## src/rtl/sram_sched_pkg.sv

```systemverilog
// Shared constants for the SRAM access scheduler: widths, timing limits,
// FSM state encoding and controller rw encoding.
package sram_sched_pkg;

    localparam int unsigned ADDR_W     = 4;
    localparam int unsigned VEC_W      = 16;
    localparam int unsigned IMC_CYCLES = 8;
    localparam int unsigned TIMEOUT    = 15;
    localparam int unsigned STATE_W    = 3;

    localparam logic [STATE_W-1:0] S_IDLE       = 3'd0;
    localparam logic [STATE_W-1:0] S_MEM_LAUNCH = 3'd1;
    localparam logic [STATE_W-1:0] S_MEM_WAIT   = 3'd2;
    localparam logic [STATE_W-1:0] S_IMC_RUN    = 3'd3;
    localparam logic [STATE_W-1:0] S_DONE       = 3'd4;

    localparam logic RW_READ  = 1'b1;
    localparam logic RW_WRITE = 1'b0;

    localparam logic OWNER_MEM = 1'b0;
    localparam logic OWNER_IMC = 1'b1;

endpackage

```

## src/rtl/rr_arbiter2.sv

```systemverilog
// Two-way round-robin arbiter. Index 0 is the memory port, index 1 the IMC port;
// after every grant the pointer moves to the requester that did not win.
module rr_arbiter2 (
    input  logic       clk,
    input  logic       reset_n,
    input  logic [1:0] req,
    input  logic       advance,
    output logic [1:0] gnt_onehot_c
);

    logic ptr_q;
    logic ptr_d;

    always_comb begin
        gnt_onehot_c = req;
        if (req == 2'b11) begin
            gnt_onehot_c = ptr_q ? 2'b10 : 2'b01;
        end
        ptr_d = ptr_q;
        if (advance && (gnt_onehot_c != 2'b00)) begin
            ptr_d = gnt_onehot_c[0];
        end
    end

    always_ff @(posedge clk or negedge reset_n) begin
        if (!reset_n) begin
            ptr_q <= 1'b0;
        end else begin
            ptr_q <= ptr_d;
        end
    end

endmodule

```

## src/rtl/sram_access_scheduler.sv

```systemverilog
// Shares one SRAM macro controller between a memory port and an IMC port,
// holding the controller inputs stable for the whole operation.
module sram_access_scheduler
    import sram_sched_pkg::*;
(
    input  logic              clk,
    input  logic              reset_n,
    input  logic              mem_req,
    input  logic              mem_rw,
    input  logic [ADDR_W-1:0] mem_addr,
    output logic              mem_gnt,
    output logic              mem_done,
    input  logic              imc_req,
    input  logic [VEC_W-1:0]  imc_vec,
    output logic              imc_gnt,
    output logic              imc_done,
    output logic              ctl_rw,
    output logic [ADDR_W-1:0] ctl_addr,
    output logic              ctl_en_dec,
    output logic              ctl_mem_en,
    output logic              ctl_imc_en,
    output logic [VEC_W-1:0]  ctl_ib,
    input  logic              ctl_halt,
    output logic              sched_busy,
    output logic              err_timeout,
    input  logic              err_clr
);

    localparam int unsigned CNT_MAX = (TIMEOUT > IMC_CYCLES) ? TIMEOUT : IMC_CYCLES;
    localparam int unsigned CNT_W   = $clog2(CNT_MAX + 1);

    logic [STATE_W-1:0] state_q, state_d;
    logic [CNT_W-1:0]   cnt_q, cnt_d;
    logic               owner_q, owner_d;
    logic               mem_gnt_q, mem_gnt_d, mem_done_q, mem_done_d;
    logic               imc_gnt_q, imc_gnt_d, imc_done_q, imc_done_d;
    logic               ctl_rw_q, ctl_rw_d;
    logic [ADDR_W-1:0]  ctl_addr_q, ctl_addr_d;
    logic               ctl_en_dec_q, ctl_en_dec_d;
    logic               ctl_mem_en_q, ctl_mem_en_d;
    logic               ctl_imc_en_q, ctl_imc_en_d;
    logic [VEC_W-1:0]   ctl_ib_q, ctl_ib_d;
    logic               busy_q, busy_d;
    logic               err_q, err_d;
    logic               finish_c;
    logic               arb_adv_c;
    logic [1:0]         arb_req_c;
    logic [1:0]         arb_gnt_c;

    assign arb_req_c = {imc_req, mem_req};

    rr_arbiter2 u_arb (
        .clk          (clk),
        .reset_n      (reset_n),
        .req          (arb_req_c),
        .advance      (arb_adv_c),
        .gnt_onehot_c (arb_gnt_c)
    );

    always_comb begin
        state_d      = state_q;
        cnt_d        = (cnt_q == CNT_W'(CNT_MAX)) ? cnt_q : cnt_q + CNT_W'(1);
        owner_d      = owner_q;
        mem_gnt_d    = 1'b0;
        mem_done_d   = 1'b0;
        imc_gnt_d    = 1'b0;
        imc_done_d   = 1'b0;
        ctl_rw_d     = ctl_rw_q;
        ctl_addr_d   = ctl_addr_q;
        ctl_en_dec_d = ctl_en_dec_q;
        ctl_mem_en_d = ctl_mem_en_q;
        ctl_imc_en_d = ctl_imc_en_q;
        ctl_ib_d     = ctl_ib_q;
        busy_d       = busy_q;
        err_d        = err_clr ? 1'b0 : err_q;
        finish_c     = 1'b0;
        arb_adv_c    = 1'b0;

        case (state_q)
            S_IDLE: begin
                cnt_d = '0;
                if (arb_gnt_c != 2'b00) begin
                    arb_adv_c = 1'b1;
                    busy_d    = 1'b1;
                    if (arb_gnt_c[0]) begin
                        state_d      = S_MEM_LAUNCH;
                        owner_d      = OWNER_MEM;
                        mem_gnt_d    = 1'b1;
                        ctl_rw_d     = mem_rw;
                        ctl_addr_d   = mem_addr;
                        ctl_mem_en_d = 1'b1;
                        ctl_en_dec_d = 1'b1;
                        ctl_imc_en_d = 1'b0;
                    end else begin
                        state_d      = S_IMC_RUN;
                        owner_d      = OWNER_IMC;
                        imc_gnt_d    = 1'b1;
                        ctl_ib_d     = imc_vec;
                        ctl_imc_en_d = 1'b1;
                        ctl_mem_en_d = 1'b0;
                        ctl_en_dec_d = 1'b0;
                    end
                end
            end
            S_MEM_LAUNCH: begin
                if (ctl_halt) begin
                    state_d = S_MEM_WAIT;
                    cnt_d   = '0;
                end else if (cnt_q == CNT_W'(TIMEOUT - 1)) begin
                    err_d    = 1'b1;
                    finish_c = 1'b1;
                end
            end
            S_MEM_WAIT: begin
                if (!ctl_halt) begin
                    finish_c = 1'b1;
                end else if (cnt_q == CNT_W'(TIMEOUT - 1)) begin
                    err_d    = 1'b1;
                    finish_c = 1'b1;
                end
            end
            S_IMC_RUN: begin
                // Fixed-length sequence; controller halt is irrelevant here.
                if (cnt_q == CNT_W'(IMC_CYCLES - 1)) begin
                    finish_c = 1'b1;
                end
            end
            S_DONE: begin
                state_d    = S_IDLE;
                busy_d     = 1'b0;
                mem_done_d = (owner_q == OWNER_MEM);
                imc_done_d = (owner_q == OWNER_IMC);
            end
            default: begin
                state_d = S_IDLE;
            end
        endcase

        if (finish_c) begin
            state_d      = S_DONE;
            cnt_d        = '0;
            ctl_mem_en_d = 1'b0;
            ctl_imc_en_d = 1'b0;
            ctl_en_dec_d = 1'b0;
            ctl_rw_d     = RW_READ;
        end
    end

    always_ff @(posedge clk or negedge reset_n) begin
        if (!reset_n) begin
            state_q      <= S_IDLE;
            cnt_q        <= '0;
            owner_q      <= OWNER_MEM;
            mem_gnt_q    <= 1'b0;
            mem_done_q   <= 1'b0;
            imc_gnt_q    <= 1'b0;
            imc_done_q   <= 1'b0;
            ctl_rw_q     <= RW_READ;
            ctl_addr_q   <= '0;
            ctl_en_dec_q <= 1'b0;
            ctl_mem_en_q <= 1'b0;
            ctl_imc_en_q <= 1'b0;
            ctl_ib_q     <= '0;
            busy_q       <= 1'b0;
            err_q        <= 1'b0;
        end else begin
            state_q      <= state_d;
            cnt_q        <= cnt_d;
            owner_q      <= owner_d;
            mem_gnt_q    <= mem_gnt_d;
            mem_done_q   <= mem_done_d;
            imc_gnt_q    <= imc_gnt_d;
            imc_done_q   <= imc_done_d;
            ctl_rw_q     <= ctl_rw_d;
            ctl_addr_q   <= ctl_addr_d;
            ctl_en_dec_q <= ctl_en_dec_d;
            ctl_mem_en_q <= ctl_mem_en_d;
            ctl_imc_en_q <= ctl_imc_en_d;
            ctl_ib_q     <= ctl_ib_d;
            busy_q       <= busy_d;
            err_q        <= err_d;
        end
    end

    assign mem_gnt     = mem_gnt_q;
    assign mem_done    = mem_done_q;
    assign imc_gnt     = imc_gnt_q;
    assign imc_done    = imc_done_q;
    assign ctl_rw      = ctl_rw_q;
    assign ctl_addr    = ctl_addr_q;
    assign ctl_en_dec  = ctl_en_dec_q;
    assign ctl_mem_en  = ctl_mem_en_q;
    assign ctl_imc_en  = ctl_imc_en_q;
    assign ctl_ib      = ctl_ib_q;
    assign sched_busy  = busy_q;
    assign err_timeout = err_q;

endmodule
```

## config.mk

```make
export PLATFORM = sky130hd
export DESIGN_NAME = sram_access_scheduler
export DESIGN_NICKNAME = d
export VERILOG_FILES = /design/src/rtl/sram_sched_pkg.sv /design/src/rtl/rr_arbiter2.sv /design/src/rtl/sram_access_scheduler.sv
export SDC_FILE = /design/constraint.sdc
export NUM_CORES = 1
export LEC_CHECK = 0
export CAP_MARGIN = 0
export CORE_MARGIN = 1
export CORE_UTILIZATION = 35
export CTS_CLUSTER_DIAMETER = 60
export CTS_CLUSTER_SIZE = 10
export DETAILED_ROUTE_END_ITERATION = 10
export GPL_TIMING_DRIVEN = 0
export PLACE_DENSITY_LB_ADDON = 0.2
export SYNTH_ARGS = -nofsm -noshare
export SYNTH_HDL_FRONTEND = slang
export SYNTH_SLANG_ARGS = --single-unit
export TNS_END_PERCENT = 1
```

## constraint.sdc

```tcl
create_clock -name clk -period 1.5 [get_ports clk]
set_input_delay 0.15 -clock clk [delete_from_list [all_inputs] [get_ports clk]]
set_output_delay 0.15 -clock clk [all_outputs]
set_load 0.005 [all_outputs]
```

== Yosys cells after proc, flatten, opt, wreduce, memory -nomap -nowiden ==
Cells that the tools add are included.
Storage, ports and cells
  flip-flop bits (word level): 38
  bits of input ports: 27
  output and inout port bits: 30
  logic and storage cells: 88
Operators by class
  $add $sub $neg: 1
  equal/unequal tests: 12
  multiplexer cells: 43
  bitwise operators: 2
  reduce and logical (&&, ||, !) cells: 15
Operators with widths (count)
  two-way mux 1 bit: 29
  two-way mux 4 bit: 3
  AND reduction 3 bit: 4
  nonzero test 2 bit: 5
  two-way mux 3 bit: 3
  case mux 3 bit (3 select lines): 1
  == test 4 bit (second input constant): 2
  case mux 4 bit (2 select lines): 1
  == test 3 x 2 -> 1 bit (second input constant): 2
  two-way mux 2 bit: 3
  != test 3 bit (second input constant): 2
  AND reduction 2 bit: 3
  adder 4 x 1 -> 4 bit (second input constant): 1
  == test 4 x 3 -> 1 bit (second input constant): 1
  case mux 1 bit (2 select lines): 2
  == test 3 x 1 -> 1 bit (second input constant): 1
  == test 3 bit (second input constant): 1
  zero test 3 bit: 1
  case mux 1 bit (3 select lines): 1
  == test 2 bit (second input constant): 1
  != test 2 x 1 -> 1 bit (second input constant): 1
  != test 2 bit (second input constant): 1
  NOT 1 bit: 2
  OR reduction 2 bit: 1
  logical AND 1 bit: 1

== Logic depth before layout (Yosys ltp) ==
  depth in word-level cells: 6
  mapped depth: 7
  mapped depth without buffers: 6

== Cells and area by module ==
A second synthesis with hierarchy kept.
Unflattened totals
  cell total of the unflattened synthesis: 127
  area, all modules: 1641.6 um2
By module, submodules not included
  sram_access_scheduler: instances 1, cells an instance 121, area each 1586.5 um2, sequential area each 927.1 um2
  rr_arbiter2: instances 1, cells an instance 6, area each 55.1 um2, sequential area each 25.0 um2

== Worst setup path before layout ==
Ideal clock, no wire load.
  path type: flip-flop to flip-flop
  from: register cnt_q[0]
  to: register ctl_imc_en_q (netlist: ctl_imc_en)
  arrival time: 1422 ps
  required time: 1435 ps
  path slack: 13 ps
  stages on the path, launching flop included: 7
  buffers on the path: 0
  period minus slack after synthesis: 1487 ps
  path through: dfrtp_1 inv_1 ha_1 and3_1 a32o_1 o21bai_2 o211a_1
Between the ends
  longest elaborated chain between the ends: 6
  elaborated cells between the ends (all ways): 11
Ends and longest elaborated chain
  start: declaration: RTL line sram_access_scheduler.sv:33  | logic [CNT_W-1:0] cnt_q, cnt_d;
  start signal: assignment: RTL line sram_access_scheduler.sv:168  | cnt_q <= cnt_d;
  == test 4 bit: RTL line sram_access_scheduler.sv:109, sram_access_scheduler.sv:117
  two-way mux 1 bit: RTL line sram_access_scheduler.sv:109, sram_access_scheduler.sv:117
  two-way mux 1 bit, on equally long branches: RTL line sram_access_scheduler.sv:115, sram_access_scheduler.sv:106
  case mux 1 bit (3 select lines) *: RTL line sram_access_scheduler.sv:79  | case (state_q)
  nonzero test 2 bit (no line)
  AND reduction 2 bit (no line)
  end signal: assignment: RTL line sram_access_scheduler.sv:178  | ctl_imc_en_q <= ctl_imc_en_d;
  end: declaration: RTL line sram_access_scheduler.sv:41  | logic ctl_imc_en_q, ctl_imc_en_d;
Every way passes the cells marked *; elsewhere a longest branch is shown, timed or not.
A chain may end at the register's enable or synchronous reset.

== Worst setup path in the final report ==
  from: register cnt_q[0]
  to: register ctl_mem_en_q (netlist: ctl_mem_en)
Between the ends
  longest elaborated chain between the ends: 6
  elaborated cells between the ends (all ways): 11
Ends and longest elaborated chain
  == test 4 bit: RTL line sram_access_scheduler.sv:109, sram_access_scheduler.sv:117
  two-way mux 1 bit: RTL line sram_access_scheduler.sv:109, sram_access_scheduler.sv:117
  two-way mux 1 bit, on equally long branches: RTL line sram_access_scheduler.sv:115, sram_access_scheduler.sv:106
  case mux 1 bit (3 select lines) *: RTL line sram_access_scheduler.sv:79
  nonzero test 2 bit (no line)
  AND reduction 2 bit (no line)
  end signal: assignment: RTL line sram_access_scheduler.sv:177  | ctl_mem_en_q <= ctl_mem_en_d;
  end: declaration: RTL line sram_access_scheduler.sv:40  | logic ctl_mem_en_q, ctl_mem_en_d;
Marked as above.

==> flow_metrics.py <==
metrics = {
    "power_and_ir_drop": {
        "vdd_drop_max_mv": 0.8647,
        "pwr_density_cell_nw_per_um2": 1856,
        "leakagePower_nw": 1.162,
    },
    "worst_setup_path": {
        "reg2reg_slack_ps": 30,
        "r2r-end": "ctl_mem_en",
        "crit_fanout": 5,
        "worst_path_max_delay_cell": "dfrtp_1",
        "critPathCaptureType": "flip-flop",
        "critPathMaxStageDelay_ps": 370,
        "start_kind": "flip-flop",
        "r2r-start": "cnt_q[0]",
        "crit_type": "reg -> reg",
        "worstPathRequired_ps": 1680,
        "cp.arrival_ps": 1650,
        "ff2ff_path_depth": 6,
        "crit_chain": "buf_4 -> ha_2 -> nand3b_1 -> a21oi_2 -> o21bai_4 -> a31o_1",
    },
    "place": {
        "place_hpwl_um": 2270,
        "place_area_um2": 2237,
        "place_inst": 272,
        "io_buffer_count": 56,
        "gp_congestion": 0.7259,
        "dp_worst_setup_slack_ps": -142.9,
    },
    "cells_and_area": {
        "final_util": 0.5619,
        "nets": 261,
        "finalInstanceArea_um2": 2464,
        "antenna_cells": 0,
        "drive_above_1_share": 0.1373,
        "fin_cells": 285,
        "fill_cells": 397,
        "syn2layout_area_growth_pct": 52.40,
    },
    "synth": {
        "syn_nets": 193,
        "synthAdderAreaFrac": 0.01548,
        "syn_area_um2": 1617,
        "yosysMostFrequentCell": "nand2_1",
        "ys_types": 40,
        "synth_commonest_cells": "nand2_1, dfrtp_1, nor2_1, inv_1, nand3_1",
        "synthTopCellsByArea": "dfrtp_1, nand2_1, dfstp_2",
        "ys_ff_latch": 38,
        "synthArstFlopShare": 1.000,
        "synth_top_area_share": 0.5728,
        "synth_simple_gate_area_frac": 0.2616,
        "synth_area_leader_cell": "dfrtp_1",
        "ys_warn_count": 0,
        "synth_edf_count": 0,
        "synth-compound-area-share": 0.07972,
        "syn_inst": 164,
        "synthMuxAreaShare": 0.006192,
        "ys_seq_area_frac": 0.5890,
        "synth_top_family_by_area": "simple AND/OR/NAND/NOR gates",
        "syn_avg_cell_area_um2": 9.857,
        "synth_flop_cell": "dfrtp_1",
        "synthXorXnorAreaFrac": 0.005418,
    },
    "timing": {
        "hold_violations": 0,
        "period_minus_slack_ps": 1473,
        "post-route-period-util": 0.9821,
        "layout_setup_ws_ps": 26.87,
        "tightest_slew_ps": 828.4,
        "slew_headroom": 0.4478,
        "rsz0062_at_grt": "true",
        "final_max_slew_viol_count": 0,
        "fin_skew_ps": 5.470,
        "max_freq_mhz": 678.8,
        "final-setup-viol-count": 0,
    },
    "outcome": {
        "status": "completed",
    },
    "cts": {
        "cts_buffer_depth": 2,
        "clkTransAtPathRegs_ps": 80,
        "h-tree-depth": 2,
        "clock_latency_ps": 280,
        "cts_inserted_buffers": 5,
        "cts_tree": "yes",
        "cts_sinks": 38,
        "cts_root_buf": "clkbuf_8",
    },
    "grt": {
        "grt_first_pass_wirelength_um": 5671,
        "overflow": 0,
        "antenna_found_initial": 0,
        "grt.total_usage": 0.1464,
        "grt_max_degree": 39,
        "grt_pass1_vias": 1234,
    },
    "floorplanning": {
        "die_w_um": 69.96,
        "ios": 57,
        "die_y_um": 69.96,
        "rows": 24,
        "start_util": 0.3687,
        "coreArea_um2": 4384,
        "dieArea_um2": 4894,
    },
    "drt": {
        "viasPerCell": 4.667,
        "drt_iter0_drc": 53,
        "ant_nets": 0,
        "drt_first_pass_iters": 4,
        "num_vias": 1330,
        "routed_wl_um": 3336,
        "routedWlPerCell_um": 11.71,
        "drc": 0,
    },
    "min_path": {
        "hp-class": "in -> reg",
        "whs_path_depth": 3,
        "min_from": "imc_vec[0]",
        "hold-path-endpoint": "ctl_ib[0]",
    },
    "flow_run": {
        "maxCapViolCount": 0,
    },
}
[routing by layer]
metal	wire length, µm	GRT usage
met1	1549	0.1904
met2	1521	0.2254
met3	248	0.05628
met4	17	0.04667
met5	0	0
[per-stage QoR]
stage | power, W | setup TNS [ps] | hold slack [ps]
global route | 0.004914 | -97.39 | 379.4
detailed placement | 0.003455 | -1230 | 316.2
floorplan | 0.002539 | 0 | -145.6
finish | 0.004573 | 0 | 388.1
global placement | 0.003430 | -26310 | 436.2
CTS | 0.004572 | -1.984 | 372.6
[area by class of cell]
class | count | area (µm²) | area share
plain buffers | 6 | 43.79 | 0.01778
clock buffers | 5 | 68.82 | 0.02793
clock inverters | 3 | 68.82 | 0.02793
inverters | 7 | 31.28 | 0.01270
multi-input cells | 113 | 635.6 | 0.2580
flip-flops and latches | 38 | 952.2 | 0.3865
well taps | 52 | 65.06 | 0.02641
repair buffers | 61 | 598.1 | 0.2428
[worst max-delay path, delay by kind of cell (launching register included)]
kind | cells | cell delay [ps]
AOI/OAI and AO/OA | 3 | 550
and+or+nand+nor | 1 | 100
buffers and inverters | 1 | 140
adders and majority gates | 1 | 210
DFF | 1 | 370
[logic make-up after synthesis]
kind of cell / after synthesis
and+or+nand+nor: 92
DFF: 38
AOI/OAI and AO/OA: 17
buffers and inverters: 13
adders and majority gates: 2
xor gates and xnor gates: 1
muxes: 1
[flip-flops by register name, summed over array words and instances, names as in the netlist]
signal and count:
ctl_ib 16, cnt_q 4, ctl_addr 4, state_q 3, ctl_imc_en 1, ctl_mem_en 1, ctl_rw 1, err_timeout 1
imc_done 1, imc_gnt 1, mem_done 1, mem_gnt 1, owner_q 1, sched_busy 1, u_arb.ptr_q 1
[power by group]
| group | switching, W | total (W) | leakage, nW | internal [W] |
|---|---|---|---|---|
| sequential | 0.000252 | 0.00169 | 0.480 | 0.00144 |
| clock | 0.000370 | 0.00104 | 0.0683 | 0.000666 |
| combinational | 0.000769 | 0.00184 | 0.613 | 0.00108 |
| total | 0.00139 | 0.00457 | 1.16 | 0.00318 |
[how the worst max path moves through the flow]
stage	from	endpoint	depth (start not counted)
2_1_floorplan	cnt_q[0]	ctl_imc_en	6
4_1_cts	cnt_q[1]	ctl_imc_en	5
3_5_place_dp	cnt_q[0]	ctl_imc_en	6
3_3_place_gp	reset_n	ctl_ib[10]	1
6_report	cnt_q[0]	ctl_mem_en	6
5_1_grt	cnt_q[0]	ctl_mem_en	6
[cell usage in the layout, fill, tap and decap left out, types with 2 or more instances in the layout]
| cell | count |
|---|---|
| nand2_1 | 67 |
| clkdlybuf4s50_1 | 54 |
| dfrtp_1 | 37 |
| buf_4 | 6 |
| nor2_1 | 6 |
| inv_1 | 5 |
| clkbuf_8 | 5 |
| nand3_1 | 4 |
| a31oi_1 | 3 |
| buf_2 | 2 |
| nand2b_1 | 2 |
| a211oi_1 | 2 |
| nand3_4 | 2 |
| and3_1 | 2 |
| nand3b_1 | 2 |
| bufinv_16 | 2 |
[what timing repair did]
| action | CTS | global route |
|---|---|---|
| setup buffers | 2 | 2 |
| endpoints found under the hold margin | 2 | 0 |
| pin swaps | 2 | 1 |
| hold buffers | 1 | 0 |
| setup endpoints to repair | 7 | 19 |
| gates resized for setup | 3 | 8 |
No activity file was read; power rests on OpenSTA's default activity.
